<file path="config.mk">
export PLATFORM = sky130hd
export DESIGN_NAME = approx_adder_monitor
export DESIGN_NICKNAME = d
export VERILOG_FILES = /design/src/rtl/approx_adder_monitor_pkg.sv /design/src/rtl/approx_adder_monitor_stats.sv /design/src/rtl/approx_adder_monitor.sv
export SDC_FILE = /design/constraint.sdc
export NUM_CORES = 1
export LEC_CHECK = 0
export CAP_MARGIN = 20
export CORE_MARGIN = 5
export CORE_UTILIZATION = 55
export CTS_BUF_LIST = sky130_fd_sc_hd__clkbuf_8
export CTS_CLUSTER_SIZE = 24
export DETAILED_ROUTE_END_ITERATION = 16
export PLACE_DENSITY = 0.83
export SLEW_MARGIN = 30
export SYNTH_ARGS = -nofsm -noshare
export SYNTH_HDL_FRONTEND = slang
export SYNTH_SLANG_ARGS = --single-unit
</file>
<file path="constraint.sdc">
create_clock -name clk -period 2.5 [get_ports clk]
set_input_delay 0.25 -clock clk [delete_from_list [all_inputs] [get_ports clk]]
set_output_delay 0.25 -clock clk [all_outputs]
set_load 0.05 [all_outputs]
</file>
<file path="src/rtl/approx_adder_monitor_pkg.sv">
// Shared definitions for the approximate adder monitor: mode encoding, adaptive
// FSM states and the lower-part-OR (LOA) approximate sum.
package approx_adder_monitor_pkg;

   localparam logic [1:0] MODE_EXACT  = 2'b00;
   localparam logic [1:0] MODE_APPROX = 2'b01;
   localparam logic [1:0] MODE_ADAPT  = 2'b10;

   typedef enum logic {
      ST_APPROX   = 1'b0,
      ST_FALLBACK = 1'b1
   } adapt_state_e;

   // Operands are zero-extended to this width before calling loa_sum.
   localparam int unsigned LOA_MAX_W = 64;

   // Low k bits are OR-ed; the upper part is added exactly with the AND of bit
   // k-1 as carry-in. k must be in 1..operand width.
   function automatic logic [LOA_MAX_W:0] loa_sum(
      input logic [LOA_MAX_W-1:0] a,
      input logic [LOA_MAX_W-1:0] b,
      input int unsigned          k
   );
      logic [LOA_MAX_W:0]   one;
      logic [LOA_MAX_W:0]   low_mask;
      logic [LOA_MAX_W:0]   upper;
      logic [LOA_MAX_W-1:0] lsb_mask;
      logic                 carry;
      one      = (LOA_MAX_W + 1)'(1);
      lsb_mask = LOA_MAX_W'(1);
      low_mask = (one << k) - one;
      carry    = |(((a & b) >> (k - 1)) & lsb_mask);
      upper    = {1'b0, a >> k} + {1'b0, b >> k} + {{LOA_MAX_W{1'b0}}, carry};
      return (upper << k) | ({1'b0, a | b} & low_mask);
   endfunction

endpackage

</file>
<file path="src/rtl/approx_adder_monitor_stats.sv">
// Error statistics and adaptive APPROX/FALLBACK controller, driven by the
// retire strobe of the output stage.
module approx_err_stats
   import approx_adder_monitor_pkg::*;
#(
   parameter int unsigned ERR_W    = 3,
   parameter int unsigned WIN      = 16,
   parameter int unsigned VIOL_MAX = 2,
   parameter int unsigned CNT_W    = 16
)(
   input  logic             clk,
   input  logic             rst_n,
   input  logic             clr_i,
   input  logic             retire_i,
   input  logic             adapt_i,
   input  logic [ERR_W-1:0] err_i,
   input  logic             viol_i,
   output logic [ERR_W-1:0] stat_max_err_o,
   output logic [CNT_W-1:0] stat_viol_cnt_o,
   output logic [CNT_W-1:0] stat_samples_o,
   output logic             fallback_o
);

   localparam int unsigned     WIN_W  = $clog2(WIN + 1);
   localparam int unsigned     VCNT_W = $clog2(VIOL_MAX + 1);
   localparam logic [WIN_W-1:0]  WIN_L  = WIN_W'(WIN);
   localparam logic [VCNT_W-1:0] VMAX_L = VCNT_W'(VIOL_MAX);

   adapt_state_e       state_q, state_d;
   logic [WIN_W-1:0]   win_q, win_d, win_inc;
   logic [VCNT_W-1:0]  wviol_q, wviol_d, wviol_inc;
   logic [CNT_W-1:0]   samples_q, viol_cnt_q;
   logic [ERR_W-1:0]   max_err_q;

   always_comb begin
      // NOTE: every signal written here is defaulted first, so no path can infer a latch.
      state_d   = state_q;
      win_d     = win_q;
      wviol_d   = wviol_q;
      win_inc   = win_q + WIN_W'(1);
      wviol_inc = wviol_q + VCNT_W'(viol_i);
      if (clr_i) begin
         state_d = ST_APPROX;
         win_d   = '0;
         wviol_d = '0;
      end else if (retire_i && adapt_i && state_q == ST_APPROX) begin
         // The violation of the closing sample is counted before the window restarts.
         if (wviol_inc >= VMAX_L) state_d = ST_FALLBACK;
         if (win_inc == WIN_L) begin
            win_d   = '0;
            wviol_d = '0;
         end else begin
            win_d   = win_inc;
            wviol_d = wviol_inc;
         end
      end
   end

   // NOTE: sequential state uses non-blocking assignments so all registers update together.
   always_ff @(posedge clk or negedge rst_n) begin
      if (!rst_n) begin
         state_q <= ST_APPROX;
         win_q   <= '0;
         wviol_q <= '0;
      end else begin
         state_q <= state_d;
         win_q   <= win_d;
         wviol_q <= wviol_d;
      end
   end

   always_ff @(posedge clk or negedge rst_n) begin
      if (!rst_n) begin
         samples_q  <= '0;
         viol_cnt_q <= '0;
         max_err_q  <= '0;
      end else if (clr_i) begin
         samples_q  <= '0;
         viol_cnt_q <= '0;
         max_err_q  <= '0;
      end else if (retire_i) begin
         if (samples_q != '1) samples_q <= samples_q + CNT_W'(1);
         if (viol_i && viol_cnt_q != '1) viol_cnt_q <= viol_cnt_q + CNT_W'(1);
         if (err_i > max_err_q) max_err_q <= err_i;
      end
   end

   assign stat_max_err_o  = max_err_q;
   assign stat_viol_cnt_o = viol_cnt_q;
   assign stat_samples_o  = samples_q;
   assign fallback_o      = (state_q == ST_FALLBACK);

endmodule

</file>
<file path="src/rtl/approx_adder_monitor.sv">
// Two-stage valid/ready approximate adder that reports the error of every
// delivered sum and falls back to exact addition in adaptive mode.
module approx_adder_monitor
   import approx_adder_monitor_pkg::*;
#(
   parameter int unsigned WIDTH    = 2,
   parameter int unsigned LOA_BITS = 1,
   parameter int unsigned ET       = 4,
   parameter int unsigned WIN      = 16,
   parameter int unsigned VIOL_MAX = 2,
   parameter int unsigned CNT_W    = 16
)(
   input  logic             clk,
   input  logic             rst_n,
   input  logic             in_valid,
   output logic             in_ready,
   input  logic [WIDTH-1:0] in_a,
   input  logic [WIDTH-1:0] in_b,
   input  logic [1:0]       mode_i,
   input  logic             clr_i,
   output logic             out_valid,
   input  logic             out_ready,
   output logic [WIDTH:0]   out_sum,
   output logic [WIDTH:0]   out_err,
   output logic             out_viol,
   output logic [WIDTH:0]   stat_max_err,
   output logic [CNT_W-1:0] stat_viol_cnt,
   output logic [CNT_W-1:0] stat_samples,
   output logic             fallback_o
);

   localparam int unsigned SUM_W = WIDTH + 1;

   logic             fallback;
   logic             s2_load, accept, use_approx_d;
   logic [SUM_W-1:0] exact_d, approx_d;

   logic             s1_valid_q, s1_use_approx_q;
   logic [1:0]       s1_mode_q;
   logic [SUM_W-1:0] s1_exact_q, s1_approx_q;

   logic             s2_valid_q, s2_viol_q, s2_adapt_q, s2_viol_d;
   logic [SUM_W-1:0] s2_sum_q, s2_err_q, s2_sum_d, s2_err_d;

   // in_ready depends only on registered occupancy and out_ready, never on in_valid.
   assign s2_load  = !s2_valid_q || out_ready;
   assign in_ready = !s1_valid_q || s2_load;
   assign accept   = in_valid && in_ready;

   assign exact_d  = {1'b0, in_a} + {1'b0, in_b};
   assign approx_d = SUM_W'(loa_sum(LOA_MAX_W'(in_a), LOA_MAX_W'(in_b), LOA_BITS));
   assign use_approx_d = (mode_i == MODE_APPROX) || (mode_i == MODE_ADAPT && !fallback);

   always_ff @(posedge clk or negedge rst_n) begin
      if (!rst_n) begin
         s1_valid_q      <= 1'b0;
         s1_use_approx_q <= 1'b0;
         s1_mode_q       <= MODE_EXACT;
         s1_exact_q      <= '0;
         s1_approx_q     <= '0;
      end else if (in_ready) begin
         s1_valid_q <= in_valid;
         if (accept) begin
            s1_use_approx_q <= use_approx_d;
            s1_mode_q       <= mode_i;
            s1_exact_q      <= exact_d;
            s1_approx_q     <= approx_d;
         end
      end
   end

   always_comb begin
      s2_sum_d = s1_use_approx_q ? s1_approx_q : s1_exact_q;
      s2_err_d = '0;
      if (s1_use_approx_q)
         s2_err_d = (s1_approx_q >= s1_exact_q) ? s1_approx_q - s1_exact_q
                                                : s1_exact_q - s1_approx_q;
      s2_viol_d = (32'(s2_err_d) > ET);
   end

   always_ff @(posedge clk or negedge rst_n) begin
      if (!rst_n) begin
         s2_valid_q <= 1'b0;
         s2_sum_q   <= '0;
         s2_err_q   <= '0;
         s2_viol_q  <= 1'b0;
         s2_adapt_q <= 1'b0;
      end else if (s2_load) begin
         s2_valid_q <= s1_valid_q;
         if (s1_valid_q) begin
            s2_sum_q   <= s2_sum_d;
            s2_err_q   <= s2_err_d;
            s2_viol_q  <= s2_viol_d;
            s2_adapt_q <= (s1_mode_q == MODE_ADAPT);
         end
      end
   end

   approx_err_stats #(
      .ERR_W    (SUM_W),
      .WIN      (WIN),
      .VIOL_MAX (VIOL_MAX),
      .CNT_W    (CNT_W)
   ) u_stats (
      .clk             (clk),
      .rst_n           (rst_n),
      .clr_i           (clr_i),
      .retire_i        (s2_valid_q && out_ready),
      .adapt_i         (s2_adapt_q),
      .err_i           (s2_err_q),
      .viol_i          (s2_viol_q),
      .stat_max_err_o  (stat_max_err),
      .stat_viol_cnt_o (stat_viol_cnt),
      .stat_samples_o  (stat_samples),
      .fallback_o      (fallback)
   );

   assign out_valid  = s2_valid_q;
   assign out_sum    = s2_sum_q;
   assign out_err    = s2_err_q;
   assign out_viol   = s2_viol_q;
   assign fallback_o = fallback;

endmodule

</file>
==> results.md, run 1 <==
* GRT Overall Usage at 0.2041
* TritonCTS clock tree: yes
* Vias per inst at 5.600
* Post-CTS Setup Bufs at 0
* Synth Area in XOR/XNOR at 0.07538
* CP peak stage delay at 0.40 ns
* Synth warnings at 0
* Syn Area/Cell at 9.828 um2
* Post-synth EDFFs at 0
* Top-count cell post-synth: dfrtp_1
* Post-route DRC violation count at 0
* CTS sink cnt at 60
* Final GP Congestion at 0.8484
* CTS Buffer Depth at 2
* CP max FO at 4
* CP top delay family: compound AO/OA/AOI/OAI gates
* Buf/Inv on CP at 1
* Post-synthesis compound-gate area fraction at 0.09346
* Layout Skew at 0.008680 ns
* Least-Margin Pin Slew at 0.7452 ns
* Hold Crit Class: in2async
* Post-synthesis mux area share at 0.03923
* Sequential share of the synthesized area at 0.4615
* Total gr overflow at 0
* WL/cell at 14.68 um
* Finished Core Util at 0.6948
* Largest area contributor in the netlist: dfrtp_1
* CTS Root Cell: clkbuf_8
* Layout area overhead at 24.96%
* Hold_ws at 0.05493 ns
* Layout net count at 419
* First drt pass iteration count at 4
* # hold bufs at CTS at 0
* Final setup viols at 0
* Via count at 2643
* Required @ worst endpoint at 2.77 ns
* Synth Cell Area at 0.003253 mm2
* Pleak at 1.686 nW
* Syn nets at 358
* Dpl cells at 456
* Share of Yosys cell area claimed by the top area cell type at 0.4615
* Synth cell types at 46
* DP HPWL at 4.969 mm
* Inserted Diodes at 0
* Fillcell total at 456
* Clock H-tree levels at 3
* Cts bufs inserted at 9
* FP Rows at 28
* First-pass GRT wire length at 12.08 mm
* Critical path arrival at 2.53 ns
* Initial antenna violation count at 0
* Outcome: completed
* CP max-delay cell: dfrtp_1
* Ys flop type: dfrtp_1
* Part of the cycle the worst path needs at 0.9041
* Most frequent CP cell: a211oi_1
* Antenna Nets Post-Route at 0
* Ys async rst share at 1.000
* Clk pin slew, worst setup/hold paths at 0.06 ns
* Vias in the first global route at 2679
* Critical Path End Type: flop
* Final Non-Filler Cells at 472
* Port buffer count at 55
* Max-cap check violation count at 0
* Flop and latch count out of synthesis at 60
* Setup TNS at 0 ns
* Synth top cells by count: 60 x dfrtp_1, 38 x nor2_1, 34 x nand2_1, 21 x xnor2_1
* RSZ-0062 raised after global routing: no
* PwrDens at 622.4 mW/mm2
* Die area at 0.007552 mm2
* Largest family of logic cells by synthesized area: simple AND/OR/NAND/NOR gates
* Share of layout cells above drive strength 1 at 0.07557
* Max Fclk at 442.4 MHz
* Largest net degree at the start of global routing at 61
* Rel. slew slack at 0.5032
* Later-pin clock latency in the skew report at 0.33 ns
* Cell count after synthesis at 331
* Post-Synth Adder-Cell Area at 0.06846
* Hold Fails Final Rpt at 0
* WS Path Type: reg2reg
* IO Count at 56
* Multi-input combinational cell area at 0.001657 mm2
* # resized after CTS at 0
* Chip Width at 86.91 um
* CP Cell Sequence: inv_1, ha_1, nand2b_1, a211oi_1, mux2_2, a211oi_1, a22o_1
* Iteration-0 DRC Markers at 135
* FF+latch area at 0.001501 mm2
* Die height at 86.91 um
* Initial core utilization at 0.5560
* Core Region at 0.005851 mm2
* Worst Setup Start Kind: flop
* Final Max Slew Viols at 0
* Post-synthesis simple-gate area fraction at 0.2327
* Worst VDD drop at 482.7 uV
* WL final at 6.928 mm
* Fin crit period at 2.260 ns
* Synth area leaders: dfrtp_1 46%, xnor2_1 5.7%, ha_1 5.0%
metrics by stage:
stage               total power, mW  setup slack [ns]  area, um2
finish                        2.530            0.2397       4065
global route                  2.673            0.1402       4065
CTS                           2.557            0.2341       4065
detailed placement            1.761            0.3594       3884
global placement              1.736            0.4045       3884
floorplan                     1.550            0.3014       3253
where the power goes:
group | total, mW | internal (mW) | switching [mW]
registers | 1.12 | 1.04 | 0.0806
logic | 0.629 | 0.249 | 0.381
clock network | 0.781 | 0.429 | 0.353
cells in the final DEF, fill, tap and decap left out, types with 2 or more instances in the layout:
cell and n:
clkbuf_8 12, and3_1 2, clkdlybuf4s50_1 54, nor4_1 7, inv_1 18, nand4_1 7
xor2_1 7, and2_1 3, nand2b_1 9, nor3_1 12, nand3_2 2, a22o_1 2
nor3b_1 4, nor2b_1 4, xnor2_1 21, nand3_1 7, nand2_1 34, o21a_1 2
ha_1 13, mux2i_1 6, mux2_2 6, nand3b_1 3, buf_4 4, nor2_1 38
nor4b_1 2, fa_1 3, a21oi_1 6, o2111ai_1 2, dfrtp_1 60, o21ai_0 15
a31oi_1 4, or3_1 2, a211oi_1 3, and4_1 5, a21o_1 4
cell families after synthesis:
| logic type | count (synthesis) |
|---|---|
| AND/OR/NAND/NOR | 145 |
| flip-flops | 60 |
| multiplexers | 12 |
| buffers and inverters | 24 |
| adder cells (fa/ha/maj) | 16 |
| XOR/XNOR | 28 |
| AO/OA/AOI/OAI | 46 |
sequential cells by signal, summed over array words and instances (netlist names):
register	flops
out_sum	3
u_stats.fallback_o	1
out_viol	1
out_err	3
u_stats.stat_samples_o	16
u_stats.wviol_q	2
s1_use_approx_q	1
u_stats.win_q	5
u_stats.stat_max_err_o	3
s1_valid_q	1
out_valid	1
s1_exact_q	3
s1_approx_q	1
s1_mode_q	2
s2_adapt_q	1
u_stats.stat_viol_cnt_o	16
worst register-to-register path: stages, from the launching register on:
cell and delay [ns]:
dfrtp_1 0.40, inv_1 0.07, ha_1 0.33, nand2b_1 0.17
a211oi_1 0.36, mux2_2 0.40, a211oi_1 0.31, a22o_1 0.17
path summary, 6_finish.rpt:
kind	from	endpoint	slack, ns	depth (start not counted)
max	s1_exact_q[0]	out_viol	0.24	7
min	rst_n	u_stats.stat_viol_cnt_o[4]	0.05	2
max reg2reg	s1_exact_q[0]	out_viol	0.24	7
min reg2reg	out_sum[2]	out_sum[2]	0.49	2
max in group asynchronous	rst_n	s1_mode_q[1]	1.93	2
min in group clk	out_sum[2]	out_sum[2]	0.49	2
routing by layer:
metal / share of wire / track usage / up-vias
met3: 0.060 / 0.03974 / 10
met4: 0.021 / 0.1034 / 0
met5: 0 / 0 / -
met1: 0.43 / 0.2545 / 1263
met2: 0.49 / 0.3368 / 79
li1: - / - / 1291
cell type report:
cell class | count | area share
multi-input cells | 247 | 0.4075
flip-flops and latches | 60 | 0.3693
inverters | 15 | 0.01385
clock buffers | 12 | 0.04063
clock inverters | 4 | 0.004001
well taps | 75 | 0.02308
repair buffers | 59 | 0.1416
No activity file was read; power rests on OpenSTA's default activity.
==> run 2, diff against run 1 <==
--- a/config.mk
+++ b/config.mk
@@ -5,10 +5,12 @@
 export SDC_FILE = /design/constraint.sdc
 export NUM_CORES = 1
 export LEC_CHECK = 0
+export ABC_CLOCK_PERIOD_IN_PS = 2500
 export CAP_MARGIN = 20
 export CORE_MARGIN = 5
 export CORE_UTILIZATION = 55
 export CTS_BUF_LIST = sky130_fd_sc_hd__clkbuf_8
+export CTS_CLUSTER_DIAMETER = 60
 export CTS_CLUSTER_SIZE = 24
 export DETAILED_ROUTE_END_ITERATION = 16
 export PLACE_DENSITY = 0.83
==> results of run 2 <==
Same layout as run 1: the final DEF is identical, and so are final timing and power.
